===== src/rtl/c5_mac_8bit_x3.sv =====
// c5_mac_8bit_x3: pipelined three-term multiply-accumulate.
// result = a0*b0 + a1*b1 + a2*b2. The operands are registered on one edge,
// and the sum is registered on the next edge. A new operand set is accepted
// every cycle. SIGNED selects two's-complement (1) or unsigned (0) operands.
// RESULT_WIDTH must be at least A_WIDTH+B_WIDTH+2 so the three-term sum
// cannot overflow.
module c5_mac_8bit_x3 #(
  parameter int A_WIDTH      = 8,
  parameter int B_WIDTH      = 8,
  parameter int RESULT_WIDTH = 32,
  parameter int SIGNED       = 1
) (
  input  logic                    clock0,
  input  logic                    resetn,
  input  logic [A_WIDTH-1:0]      dataa_0,
  input  logic [A_WIDTH-1:0]      dataa_1,
  input  logic [A_WIDTH-1:0]      dataa_2,
  input  logic [B_WIDTH-1:0]      datab_0,
  input  logic [B_WIDTH-1:0]      datab_1,
  input  logic [B_WIDTH-1:0]      datab_2,
  output logic [RESULT_WIDTH-1:0] result
);

  // The products are formed at full result width. Both operands are first
  // extended to RESULT_WIDTH, using sign or zero extension according to SIGNED.
  // The low RESULT_WIDTH bits of that product equal the exact product,
  // signed or unsigned. The sum therefore needs no separate extension step.
  function automatic logic [RESULT_WIDTH-1:0] ext_a(input logic [A_WIDTH-1:0] v);
    logic [RESULT_WIDTH-1:0] r;
    if (SIGNED != 0) begin
      r = {{(RESULT_WIDTH-A_WIDTH){v[A_WIDTH-1]}}, v};
    end else begin
      r = {{(RESULT_WIDTH-A_WIDTH){1'b0}}, v};
    end
    return r;
  endfunction

  function automatic logic [RESULT_WIDTH-1:0] ext_b(input logic [B_WIDTH-1:0] v);
    logic [RESULT_WIDTH-1:0] r;
    if (SIGNED != 0) begin
      r = {{(RESULT_WIDTH-B_WIDTH){v[B_WIDTH-1]}}, v};
    end else begin
      r = {{(RESULT_WIDTH-B_WIDTH){1'b0}}, v};
    end
    return r;
  endfunction

  // Stage-1 operand registers.
  logic [A_WIDTH-1:0] a0_q, a1_q, a2_q;
  logic [B_WIDTH-1:0] b0_q, b1_q, b2_q;

  // Stage-2 sum register, with its next-state value.
  logic [RESULT_WIDTH-1:0] result_q, result_d;
  logic [RESULT_WIDTH-1:0] p0_s, p1_s, p2_s;

  // Stage 1: sample all six operands. An async reset clears them to zero.
  always_ff @(posedge clock0 or negedge resetn) begin
    if (!resetn) begin
      a0_q <= {A_WIDTH{1'b0}};
      a1_q <= {A_WIDTH{1'b0}};
      a2_q <= {A_WIDTH{1'b0}};
      b0_q <= {B_WIDTH{1'b0}};
      b1_q <= {B_WIDTH{1'b0}};
      b2_q <= {B_WIDTH{1'b0}};
    end else begin
      a0_q <= dataa_0;
      a1_q <= dataa_1;
      a2_q <= dataa_2;
      b0_q <= datab_0;
      b1_q <= datab_1;
      b2_q <= datab_2;
    end
  end

  // Products and three-term sum, computed from the stage-1 registers.
  always_comb begin
    p0_s     = ext_a(a0_q) * ext_b(b0_q);
    p1_s     = ext_a(a1_q) * ext_b(b1_q);
    p2_s     = ext_a(a2_q) * ext_b(b2_q);
    result_d = p0_s + p1_s + p2_s;
  end

  // Stage 2: register the sum. An async reset drops the result to zero immediately.
  always_ff @(posedge clock0 or negedge resetn) begin
    if (!resetn) begin
      result_q <= {RESULT_WIDTH{1'b0}};
    end else begin
      result_q <= result_d;
    end
  end

  assign result = result_q;

endmodule


===== config.mk =====
export PLATFORM = sky130hd
export DESIGN_NAME = c5_mac_8bit_x3
export DESIGN_NICKNAME = d
export VERILOG_FILES = /design/src/rtl/c5_mac_8bit_x3.sv
export SDC_FILE = /design/constraint.sdc
export NUM_CORES = 1
export LEC_CHECK = 0
export BUFFER_PORTS_ARGS = -buffer_cell sky130_fd_sc_hd__buf_4
export CAP_MARGIN = 20
export CORE_MARGIN = 8
export CORE_UTILIZATION = 50
export DETAILED_ROUTE_END_ITERATION = 16
export MAX_ROUTING_LAYER = met4
export PLACE_DENSITY_LB_ADDON = 0.1
export SYNTH_ARGS = -nofsm -noshare
export SYNTH_HDL_FRONTEND = slang
export SYNTH_SLANG_ARGS = --single-unit

===== constraint.sdc =====
create_clock -name clock0 -period 8.2 [get_ports clock0]
set_input_delay 1.64 -clock clock0 [delete_from_list [all_inputs] [get_ports clock0]]
set_output_delay 1.64 -clock clock0 [all_outputs]
set_load 0.005 [all_outputs]

-- Yosys cells after proc, flatten, opt, wreduce, memory -nomap -nowiden
Cells that the tools add are included.
- register bits: 80
- output and inout bits: 32
- bits of input ports: 50
- word-level logic and storage cells: 12
- add/sub/neg operators: 2
- $mul: 3
- operators with widths (kind ; count):
    $mul 8x8->16 ; 3
    $add 17x16->18 ; 1
    $add 16x16->17 ; 1

-- Logic depth before layout (Yosys ltp)
Gate-level depths: netlist of the first run.
- word-level depth: 3
- mapped depth: 28
- mapped depth without buffers: 28

-- Least setup slack after synthesis of the first run
Ideal clock, no wire load.
- path kind: register -> register
- start: register a1_q[7]
- end: register result_q[15], in the netlist result[15]
- period minus slack after synthesis: 6.564 ns
- cell stages (with the launch flop): 26
- setup slack: 1.636 ns
- arrival: 6.429 ns
- setup time: 0.135 ns
- required time: 8.065 ns
- path buffers: 1
- cell sequence: dfrtp_1 and2_1 inv_1 fa_1 fa_1 inv_1 fa_1 fa_1 fa_1 inv_1 fa_1 inv_1 ha_1 nor2_1 nor2_1 nand3_1 o21ai_0 o21ba_2 nor2_1 xnor2_1 ha_1 and3_1 a221o_1 a21o_1 buf_6 xor2_1
- cells in the longest elaborated chain, start to end: 3
- ends and longest elaborated chain (what ; RTL line ; text):
    from (decl) ; 49 ; logic [A_WIDTH-1:0] a0_q, a1_q, a2_q;
    from (signal assigned) ; 60 ; a1_q <= {A_WIDTH{1'b0}};
    from (signal assigned) ; 67 ; a1_q <= dataa_1;
    $mul 8x8->16 ; 78 ; p1_s = ext_a(a1_q) * ext_b(b1_q);
    $add 16x16->17 ; 80 ; result_d = p0_s + p1_s + p2_s;
    $add 17x16->18 ; 80 ;
    named net result_d[15] ; 53 ; logic [RESULT_WIDTH-1:0] result_q, result_d;
    to (signal assigned) ; 86 ; result_q <= {RESULT_WIDTH{1'b0}};
    to (signal assigned) ; 88 ; result_q <= result_d;
    to (decl) ; 53 ;
The timed path passes the listed nets, and every way through them passes these cells.

-- Worst setup path after layout of the first run
- start: register b1_q[0]
- end: register result_q[16], in the netlist result[16]
- cells in the longest elaborated chain, start to end: 3
- ends and longest elaborated chain (what ; RTL line ; text):
    from (decl) ; 50 ; logic [B_WIDTH-1:0] b0_q, b1_q, b2_q;
    from (signal assigned) ; 63 ; b1_q <= {B_WIDTH{1'b0}};
    from (signal assigned) ; 70 ; b1_q <= datab_1;
    $mul 8x8->16 ; 78 ;
    $add 16x16->17 ; 80 ;
    $add 17x16->18 ; 80 ;
    named net result_d[16] ; 53 ;
The timed path passes the listed nets, and every way through them passes these cells.

==> insert_results.sql, run 1 <==
INSERT INTO impl_metrics (metric_group, metric, value, unit) VALUES
('cells_and_area', 'relative_area_change_from_synthesis_to_final_layout', '11.82', '%'),
('timing', 'period_minus_slack', '7.096', 'ns'),
('die', 'fp.dieH', '161.7', 'µm'),
('timing', 'final_min_period_over_clock_period', '86.53', '%'),
('place', 'dpl_worst_slack', '1.117', 'ns'),
('global_routing', 'groute.layer.met1.usage', '24.32', '%'),
('cells_and_area', 'final_util', '56.67', '%'),
('timing', 'tightest_slew', '0.5540', 'ns'),
('clock_tree', 'cts-root-to-sink-buffers', '2', ''),
('logic_synthesis', 'post_synth_num_cell_types', '46', ''),
('setup_path', 'worstPathRequired', '8.42', 'ns'),
('cells_and_area', 'post_layout_nonfiller_instances', '1407', ''),
('setup_path', 'critPathArrivalTime', '7.32', 'ns'),
('place', 'place_congestion', '0.8227', ''),
('setup_path', 'worst-path-max-fanout', '8', ''),
('global_routing', 'antenna_found_initial', '0', ''),
('place', 'numPlacedInstances', '1390', ''),
('timing', 'worst_slew_margin_rel', '62.73', '%'),
('logic_synthesis', 'yosys_warnings', '0', ''),
('hold_path', 'type_of_the_most_critical_hold_path', 'flop to flop', ''),
('clock_tree', 'worstSkewPairLatency', '0.36', 'ns'),
('global_routing', 'global_route_wire_length_before_repair', '36780', 'µm'),
('route', 'via_per_inst', '4.891', ''),
('logic_synthesis', 'synthCells', '1039', ''),
('cells_and_area', 'drive_gt1_share', '9.187', '%'),
('logic_synthesis', 'number_of_enable_type_register_cells_in_the_synthesized_netlist', '0', ''),
('outcome', 'status', 'finished, final reports clean', ''),
('logic_synthesis', 'postSynthAreaPerCell', '10.22', 'µm²'),
('clock_tree', 'clockRootBuffer', 'sky130_fd_sc_hd__clkbuf_16', ''),
('clock_tree', 'postCtsResizedCells', '0', ''),
('global_routing', 'first_global_vias', '7505', ''),
('global_routing', 'globalRoute.totalOverflow', '0', ''),
('clock_tree', 'cts_tree', 'built', ''),
('clock_tree', 'ctsHtreeMaxLevel', '3', ''),
('setup_path', 'rrSetupSlack', '1.10', 'ns'),
('clock_tree', 'clock_sinks', '80', ''),
('die', 'placementRows', '53', ''),
('route', 'drt_iter0_markers', '295', ''),
('logic_synthesis', 'netlist.top_cell.by_area', 'sky130_fd_sc_hd__fa_1', ''),
('logic_synthesis', 'syn_nets', '1387', ''),
('logic_synthesis', 'yosys.area.top_type_share', '37.51', '%'),
('logic_synthesis', 'synth.ff_latch_count', '80', ''),
('timing', 'highest_clock_frequency_the_design_can_meet', '0.1409', 'GHz'),
('timing', 'skew', '0.009551', 'ns'),
('cells_and_area', 'nets', '1475', ''),
('die', 'fp.coreArea', '0.02096', 'mm²'),
('timing', 'setup_viol', '0', ''),
('logic_synthesis', 'post_synth_arst_share', '100.0', '%'),
('setup_path', 'criticalPathCategory', 'flop to flop', ''),
('global_routing', 'grt_max_degree', '81', ''),
('logic_synthesis', 'synth_sequential_area_ratio', '18.85', '%'),
('global_routing', 'grt_most_used_layer', 'met2', ''),
('route', 'num_vias', '6881', ''),
('setup_path', 'setup.worst_path.end_class', 'flop', ''),
('route', 'finalWirelength', '20540', 'µm'),
('cells_and_area', 'diodes_inserted', '0', ''),
('timing', 'final.setup.worst_slack', '1.104', 'ns'),
('logic_synthesis', 'yosys_most_used_dff', 'sky130_fd_sc_hd__dfrtp_1', ''),
('cells_and_area', 'layout_common_cells', 'sky130_fd_sc_hd__inv_1, sky130_fd_sc_hd__fa_1, sky130_fd_sc_hd__and2_1, sky130_fd_sc_hd__ha_1, sky130_fd_sc_hd__buf_4', ''),
('setup_path', 'timing.critical_path.from_type', 'flop', ''),
('logic_synthesis', 'syn_area', '0.01062', 'mm²'),
('run', 'max_cap_violations', '0', ''),
('cells_and_area', 'layout_commonest_cell', 'sky130_fd_sc_hd__inv_1', ''),
('timing', 'report.final.slew_viol_count', '0', ''),
('die', 'floorplan.initialDensity', '50.68', '%'),
('global_routing', 'groute.layer.met2.usage', '28.74', '%'),
('route', 'post-route-drc-count', '0', ''),
('timing', 'finalHoldViolations', '0', ''),
('place', 'place.port_buffers', '81', ''),
('die', 'floorplan.die.width', '161.7', 'µm'),
('logic_synthesis', 'synthTopCellsByArea', 'sky130_fd_sc_hd__fa_1, sky130_fd_sc_hd__dfrtp_1, sky130_fd_sc_hd__ha_1, sky130_fd_sc_hd__inv_1, sky130_fd_sc_hd__and2_1', '');
[per-layer routing]
metal  up-vias  wire, µm
li1       3316         -
met1      3442      9431
met2       110     10130
met3        13       738
met4         0       236
met5         -         0
[cells by family (layout without fill, tap and decap cells)]
family          Yosys count  count (layout)  synth area share (%)
fa+ha+maj               298             298                 49.18
buf+inv                 259             352                 9.225
xor+xnor                 54              54                 4.453
flops                    80              80                 18.85
simple gates            251             251                 12.28
compound gates           97              97                 6.020
[cell usage after synthesis, drive strengths merged, types with 6 or more instances]
cell,count
a21o,9
a21oi,21
a31oi,9
and2,113
dfrtp,80
fa,199
ha,99
inv,253
nand2,70
nand2b,12
nor2,34
nor3,6
o21a,7
o21ai,26
xnor2,44
xor2,10
[registers in the layout, summed over array words and instances, names as in the netlist]
register and cells:
a2_q 8, b0_q 8, a0_q 8, result 32, b1_q 8, a1_q 8, b2_q 8
[worst paths after layout]
kind                         start    endpoint  cells past startpoint
hold / removal             b2_q[0]   result[0]                      2
min in group asynchronous   resetn   result[1]                      1
hold reg to reg            b2_q[0]   result[0]                      2
setup / recovery           b1_q[0]  result[16]                     26
setup reg to reg           b1_q[0]  result[16]                     26
max in group asynchronous   resetn  result[16]                      2
[worst max-delay path, stage by stage (launching register included)]
cell,delay (ns)
sky130_fd_sc_hd__dfrtp_1,0.47
sky130_fd_sc_hd__and2_1,0.51
sky130_fd_sc_hd__inv_1,0.11
sky130_fd_sc_hd__fa_1,0.47
sky130_fd_sc_hd__fa_1,0.51
sky130_fd_sc_hd__inv_1,0.05
sky130_fd_sc_hd__fa_1,0.48
sky130_fd_sc_hd__fa_1,0.52
sky130_fd_sc_hd__fa_1,0.55
sky130_fd_sc_hd__inv_1,0.05
sky130_fd_sc_hd__fa_1,0.53
sky130_fd_sc_hd__inv_1,0.04
sky130_fd_sc_hd__ha_1,0.32
sky130_fd_sc_hd__nor2_1,0.15
sky130_fd_sc_hd__nor2_1,0.07
sky130_fd_sc_hd__nand3_1,0.11
sky130_fd_sc_hd__o21ai_0,0.15
sky130_fd_sc_hd__o21ba_2,0.24
sky130_fd_sc_hd__nor2_1,0.16
sky130_fd_sc_hd__xnor2_1,0.14
sky130_fd_sc_hd__ha_1,0.31
sky130_fd_sc_hd__a21o_1,0.21
sky130_fd_sc_hd__a211oi_1,0.33
sky130_fd_sc_hd__nand2_1,0.08
sky130_fd_sc_hd__o21ai_0,0.11
sky130_fd_sc_hd__a21oi_2,0.11
sky130_fd_sc_hd__xor2_1,0.17
[area by class of cell]
type                            count  area (µm²)  area share [%]
Tap cell                          275       344.1           2.897
Inverter                          254       953.4           8.029
Clock inverter                      7       83.83          0.7059
Timing Repair Buffer               82       628.1           5.289
Multi-Input combinational cell    700        7639           64.32
Sequential cell                    80        2002           16.86
Clock buffer                        9       225.2           1.897
[stage by stage]
step                      area (µm²)  hold slack, ns
after floorplan                10620          0.6427
after global placement         11550          0.7816
after global routing           11880          0.8796
after detailed placement       11550          0.7807
after CTS                      11860          0.8189
final                          11880          0.8008
Power of run 1 is not shown: default switching activity piles up to over one toggle a cycle in this logic, so the estimate is an artifact.
==> run 2, diff against run 1 <==
CELL_PAD_IN_SITES_DETAIL_PLACEMENT = 1   (was not set)
CELL_PAD_IN_SITES_GLOBAL_PLACEMENT = 2   (was not set)
CORE_UTILIZATION = 41   (was 50)
RECOVER_POWER = 50   (was not set)
==> insert_results.sql, run 2 (synthesis results as in run 1) <==
INSERT INTO impl_metrics (metric_group, metric, value, unit) VALUES
('die', 'floorplan.initialDensity', '41.22', '%'),
('hold_path', 'hold_path_end', 'result[0]', ''),
('hold_path', 'origin_of_the_worst_min_delay_path', 'b2_q[0]', ''),
('setup_path', 'cp_cell_sequence', 'and2_1 > inv_1 > fa_1 > fa_1 > fa_1 > inv_1 > fa_1 > fa_1 > inv_1 > fa_1 > inv_1 > ha_1 > nor4_1 > o21ai_0 > o211ai_1 > o21ai_0 > xnor2_1 > ha_1 > nand2b_1 > o21a_1 > a31oi_1', ''),
('setup_path', 'worstPathRequired', '8.41', 'ns'),
('cells_and_area', 'relative_area_change_from_synthesis_to_final_layout', '12.52', '%'),
('setup_path', 'timing.critical_path.from_type', 'flop', ''),
('cells_and_area', 'post-route-cell-area', '0.01195', 'mm²'),
('setup_path', 'cp_slowest_stage_delay', '0.58', 'ns'),
('route', 'post-route-drc-count', '0', ''),
('timing', 'worst_hold_slack', '0.7825', 'ns'),
('place', 'place.port_buffers', '81', ''),
('route', 'num_vias', '7031', ''),
('die', 'floorplan.die_area', '0.03131', 'mm²'),
('clock_tree', 'cts_tree', 'built', ''),
('run', 'max_cap_violations', '2', ''),
('clock_tree', 'postCtsResizedCells', '0', ''),
('die', 'fp.coreArea', '0.02576', 'mm²'),
('setup_path', 'critPathArrivalTime', '7.46', 'ns'),
('clock_tree', 'clock_sinks', '80', ''),
('route', 'via_per_inst', '4.793', ''),
('clock_tree', 'ctsHtreeMaxLevel', '3', ''),
('die', 'floorplan.die.width', '176.9', 'µm'),
('clock_tree', 'cts-root-to-sink-buffers', '2', ''),
('timing', 'final_min_period_over_clock_period', '88.41', '%'),
('timing', 'worst_slew_margin_rel', '-60.51', '%'),
('clock_tree', 'cts_hold_repair.buffers', '0', ''),
('route', 'first_pass_iters', '4', ''),
('timing', 'skew', '0.02655', 'ns'),
('setup_path', 'r2r_depth', '21', ''),
('timing', 'finalHoldViolations', '0', ''),
('cells_and_area', 'fillCellCount', '2907', ''),
('place', 'detailed_place.area', '0.01162', 'mm²'),
('global_routing', 'grt_overall_usage', '16.80', '%'),
('cells_and_area', 'final-seq-area', '0.002002', 'mm²'),
('route', 'finalWirelength', '23140', 'µm'),
('clock_tree', 'clockRootBuffer', 'sky130_fd_sc_hd__clkbuf_16', ''),
('place', 'numPlacedInstances', '1450', ''),
('die', 'io-pin-count', '82', ''),
('route', 'wl_per_cell', '15.78', 'µm'),
('cells_and_area', 'drive_gt1_share', '8.922', '%'),
('cells_and_area', 'layout_commonest_cell', 'sky130_fd_sc_hd__inv_1', ''),
('cells_and_area', 'post_layout_nonfiller_instances', '1467', ''),
('setup_path', 'crit-reg2reg-capture', 'result[29]', ''),
('setup_path', 'source_of_the_worst_register_to_register_timing_path', 'a1_q[7]', ''),
('setup_path', 'setup.worst_path.end_class', 'flop', ''),
('global_routing', 'global_route_wire_length_before_repair', '40540', 'µm'),
('global_routing', 'globalRoute.totalOverflow', '0', ''),
('global_routing', 'antenna_found_initial', '0', ''),
('timing', 'setup_tns', '0', 'ns'),
('die', 'placementRows', '59', ''),
('setup_path', 'criticalPathCategory', 'flop to flop', ''),
('cells_and_area', 'nets', '1475', ''),
('outcome', 'status', 'finished with violations', ''),
('global_routing', 'grt_util_met3', '2.326', '%'),
('timing', 'report.final.slew_viol_count', '83', ''),
('hold_path', 'type_of_the_most_critical_hold_path', 'flop to flop', ''),
('place', 'detailedPlacementHpwl', '19880', 'µm'),
('cells_and_area', 'diodes_inserted', '0', ''),
('cells_and_area', 'multi_input_area', '0.007639', 'mm²'),
('setup_path', 'rrSetupSlack', '0.95', 'ns'),
('clock_tree', 'worstSkewPairLatency', '0.37', 'ns'),
('clock_tree', 'numCtsBuffers', '9', ''),
('global_routing', 'grt_most_used_layer', 'met2', ''),
('timing', 'setup_viol', '0', ''),
('timing', 'grt_setup_unrepaired', 'false', ''),
('global_routing', 'groute.layer.met2.usage', '26.48', '%'),
('global_routing', 'first_global_vias', '7948', ''),
('timing', 'highest_clock_frequency_the_design_can_meet', '0.1379', 'GHz'),
('hold_path', 'hold-path-cell-count', '2', ''),
('global_routing', 'grt_max_degree', '81', ''),
('route', 'final_antenna_net_count', '0', ''),
('setup_path', 'cpMostUsedCell', 'sky130_fd_sc_hd__fa_1', ''),
('outcome', 'failed_checks', 'capacitance limit, slew limit', ''),
('place', 'place_congestion', '0.7804', ''),
('global_routing', 'groute.layer.met1.usage', '23.00', '%'),
('setup_path', 'crit_slowest_cell', 'sky130_fd_sc_hd__nor4_1', ''),
('setup_path', 'worst-path-max-fanout', '16', ''),
('clock_tree', 'path_clk_slew', '0.09', 'ns'),
('timing', 'tightest_slew', '2.408', 'ns'),
('cells_and_area', 'largest_register_ffs', '32', ''),
('cells_and_area', 'layout_common_cells', 'sky130_fd_sc_hd__inv_1, sky130_fd_sc_hd__fa_1, sky130_fd_sc_hd__and2_1, sky130_fd_sc_hd__ha_1, sky130_fd_sc_hd__dfrtp_1', ''),
('die', 'fp.dieH', '176.9', 'µm'),
('timing', 'period_minus_slack', '7.249', 'ns'),
('route', 'drt_iter0_markers', '231', ''),
('clock_tree', 'postCtsSetupBuffers', '0', '');
-- run 2: cell count changes in the layout (fill, tap and decap cells not counted), sizes merged --
cell / change
bufinv: +1
buf: -50
clkbuf: +50
clkinv: -1
-- run 2: worst max path at each step --
| stage | cells after the start | slack (ns) | endpoint | start |
|---|---|---|---|---|
| after floorplan | 25 | 1.64 | result[15] | a1_q[7] |
| after global placement | 21 | 1.12 | result[19] | b1_q[0] |
| after detailed placement | 21 | 0.98 | result[17] | b1_q[0] |
| after CTS | 21 | 0.95 | result[29] | b1_q[0] |
| after global routing | 26 | 0.48 | result[22] | b1_q[0] |
| final | 21 | 0.95 | result[29] | a1_q[7] |
-- run 2: through the flow --
stage          util [%]  setup WS [ns]
3_5_place_dp      45.11         0.9803
2_1_floorplan         -          1.636
5_1_grt           46.38         0.4807
6_report          46.38         0.9506
4_1_cts           46.40         0.9547
3_3_place_gp      45.11          1.117
-- run 2: worst max-delay path, delay by kind of cell (launching register included) --
kind	cells	cell delay (ns)
AND/OR/NAND/NOR	3	1.56
adder cells (fa/ha/maj)	8	3.59
buffers and inverters	4	0.27
XOR/XNOR	1	0.15
AO/OA/AOI/OAI	5	1.04
flip-flops	1	0.48
-- run 2: metal layers --
metal  wire [µm]  part of all wire (%)  vias up
met2       11140                    48       74
met4         199                  0.86        0
met5           0                     0        -
li1            -                     -     3308
met1       11240                    49     3635
met3         568                   2.5       14
-- run 2: layout make-up --
| cell class | instances | share of cell area, % |
|---|---|---|
| multi-input combinational | 700 | 63.92 |
| timing repair buffer | 82 | 5.057 |
| clock inverter | 7 | 0.9004 |
| tap | 335 | 3.507 |
| inverter | 254 | 7.978 |
| sequential | 80 | 16.75 |
| clock buffer | 9 | 1.885 |
Power of run 2 is left out for the same reason.
==> run 3, diff against run 2 <==
MAX_ROUTING_LAYER = not set   (was met4)
==> insert_results.sql, run 3 (synthesis results as in run 1) <==
INSERT INTO impl_metrics (metric_group, metric, value, unit) VALUES
('outcome', 'status', 'finished with violations', ''),
('outcome', 'failed_checks', 'capacitance limit, slew limit', ''),
('cells_and_area', 'layout_commonest_cell', 'sky130_fd_sc_hd__inv_1', ''),
('timing', 'highest_clock_frequency_the_design_can_meet', '0.1385', 'GHz'),
('global_routing', 'first_global_vias', '7936', ''),
('clock_tree', 'cts_hold_repair.buffers', '0', ''),
('clock_tree', 'numCtsBuffers', '9', ''),
('global_routing', 'globalRoute.totalOverflow', '0', ''),
('place', 'detailedPlacementHpwl', '19880', 'µm'),
('die', 'floorplan.initialDensity', '41.22', '%'),
('route', 'wl_per_cell', '15.79', 'µm'),
('run', 'max_cap_violations', '2', ''),
('clock_tree', 'cts_tree', 'built', ''),
('cells_and_area', 'fillCellCount', '2907', ''),
('timing', 'final_min_period_over_clock_period', '88.03', '%'),
('cells_and_area', 'layout_common_cells', 'sky130_fd_sc_hd__inv_1, sky130_fd_sc_hd__fa_1, sky130_fd_sc_hd__and2_1, sky130_fd_sc_hd__ha_1, sky130_fd_sc_hd__dfrtp_1', ''),
('cells_and_area', 'largest_register_ffs', '32', ''),
('route', 'final_antenna_net_count', '0', ''),
('clock_tree', 'cts-root-to-sink-buffers', '2', ''),
('timing', 'worst_slew_margin_rel', '-60.29', '%'),
('die', 'fp.dieH', '176.9', 'µm'),
('clock_tree', 'postCtsResizedCells', '0', ''),
('clock_tree', 'path_clk_slew', '0.09', 'ns'),
('hold_path', 'type_of_the_most_critical_hold_path', 'flop to flop', ''),
('route', 'finalWirelength', '23160', 'µm'),
('die', 'floorplan.die_area', '0.03131', 'mm²'),
('global_routing', 'antenna_found_initial', '0', ''),
('place', 'numPlacedInstances', '1450', ''),
('route', 'drt_iter0_markers', '215', ''),
('place', 'place.port_buffers', '81', ''),
('setup_path', 'timing.critical_path.from_type', 'flop', ''),
('setup_path', 'worstPathRequired', '8.41', 'ns'),
('clock_tree', 'ctsHtreeMaxLevel', '3', ''),
('setup_path', 'crit-reg2reg-capture', 'result[29]', ''),
('clock_tree', 'worstSkewPairLatency', '0.37', 'ns'),
('global_routing', 'grt_max_degree', '81', ''),
('route', 'via_per_inst', '4.791', ''),
('setup_path', 'setup.worst_path.end_class', 'flop', ''),
('setup_path', 'worst-path-max-fanout', '16', ''),
('cells_and_area', 'relative_area_change_from_synthesis_to_final_layout', '12.52', '%'),
('hold_path', 'hold_path_end', 'result[0]', ''),
('timing', 'setup_viol', '0', ''),
('global_routing', 'grt_overall_usage', '16.35', '%'),
('die', 'placementRows', '59', ''),
('die', 'floorplan.die.width', '176.9', 'µm'),
('timing', 'tightest_slew', '2.404', 'ns'),
('timing', 'period_minus_slack', '7.219', 'ns'),
('die', 'fp.coreArea', '0.02576', 'mm²'),
('timing', 'setup_tns', '0', 'ns'),
('cells_and_area', 'diodes_inserted', '0', ''),
('setup_path', 'crit_start', 'a1_q[7]', ''),
('setup_path', 'source_of_the_worst_register_to_register_timing_path', 'a1_q[7]', ''),
('cells_and_area', 'drive_gt1_share', '8.922', '%'),
('die', 'io-pin-count', '82', ''),
('cells_and_area', 'nets', '1475', ''),
('route', 'post-route-drc-count', '0', ''),
('place', 'place_congestion', '0.7700', ''),
('setup_path', 'critPathArrivalTime', '7.43', 'ns'),
('clock_tree', 'clockRootBuffer', 'sky130_fd_sc_hd__clkbuf_16', ''),
('setup_path', 'r2r_depth', '21', ''),
('setup_path', 'criticalPathCategory', 'flop to flop', ''),
('route', 'first_pass_iters', '4', ''),
('global_routing', 'global_route_wire_length_before_repair', '40590', 'µm'),
('setup_path', 'rrSetupSlack', '0.98', 'ns'),
('hold_path', 'hold-path-cell-count', '2', ''),
('hold_path', 'origin_of_the_worst_min_delay_path', 'b2_q[0]', ''),
('timing', 'grt_setup_unrepaired', 'false', ''),
('route', 'num_vias', '7029', ''),
('clock_tree', 'postCtsSetupBuffers', '0', ''),
('timing', 'finalHoldViolations', '0', ''),
('cells_and_area', 'post_layout_nonfiller_instances', '1467', ''),
('timing', 'report.final.slew_viol_count', '83', ''),
('clock_tree', 'clock_sinks', '80', ''),
('timing', 'skew', '0.02711', 'ns');
==> run 3: cell counts in the layout (fill, tap and decap cells not counted) <==
Identical to the previous run, type by type.
==> run 3: metal layers <==
metal  vias to the layer above  routed length, µm  global-route usage (%)  share of wire (%)
li1                       3308                  -                       -                  -
met1                      3624              11030                   22.76                 48
met2                        84              11120                   26.45                 48
met3                        13                829                   2.923                3.6
met4                         0                190                   3.152               0.82
met5                         -                  0                       0                  0
==> run 3: metrics by stage <==
step | hold slack, ns | setup WS, ns | instance area (µm²) | util, %
6_report | 0.7830 | 0.9812 | 11950 | 46.38
5_1_grt | 0.8769 | 0.4807 | 11950 | 46.38
4_1_cts | 0.8073 | 0.9547 | 11950 | 46.40
3_5_place_dp | 0.7888 | 0.9803 | 11620 | 45.11
3_3_place_gp | 0.7753 | 1.117 | 11620 | 45.11
2_1_floorplan | 0.6427 | 1.636 | 10620 | -
==> run 3: worst max-delay path: stages (launching register included) <==
cell                       delay, ns
sky130_fd_sc_hd__dfrtp_1        0.48
sky130_fd_sc_hd__and2_1         0.50
sky130_fd_sc_hd__inv_1          0.13
sky130_fd_sc_hd__fa_1           0.47
sky130_fd_sc_hd__fa_1           0.45
sky130_fd_sc_hd__fa_1           0.55
sky130_fd_sc_hd__inv_1          0.05
sky130_fd_sc_hd__fa_1           0.46
sky130_fd_sc_hd__fa_1           0.54
sky130_fd_sc_hd__inv_1          0.05
sky130_fd_sc_hd__fa_1           0.53
sky130_fd_sc_hd__inv_1          0.04
sky130_fd_sc_hd__ha_1           0.26
sky130_fd_sc_hd__nor4_1         0.56
sky130_fd_sc_hd__o21ai_0        0.21
sky130_fd_sc_hd__o211ai_1       0.21
sky130_fd_sc_hd__o21ai_0        0.18
sky130_fd_sc_hd__xnor2_1        0.15
sky130_fd_sc_hd__ha_1           0.33
sky130_fd_sc_hd__nand2b_1       0.48
sky130_fd_sc_hd__o21a_1         0.36
sky130_fd_sc_hd__a31oi_1        0.08
==> run 3: layout make-up <==
class,instances,area [µm²],area share [%]
repair buffers,82,604.3,5.057
inverters,254,953.4,7.978
multi-input cells,700,7639,63.92
clock inverters,7,107.6,0.9004
flip-flops and latches,80,2002,16.75
clock buffers,9,225.2,1.885
well taps,335,419.2,3.507
==> run 3: how the worst max path moves through the flow <==
| stage | end | slack [ns] | depth (start not counted) |
|---|---|---|---|
| after floorplan | result[15] | 1.64 | 25 |
| after global placement | result[19] | 1.12 | 21 |
| after detailed placement | result[17] | 0.98 | 21 |
| after CTS | result[29] | 0.95 | 21 |
| after global routing | result[22] | 0.48 | 26 |
| final | result[29] | 0.98 | 21 |
Power of run 3 is left out for the same reason.
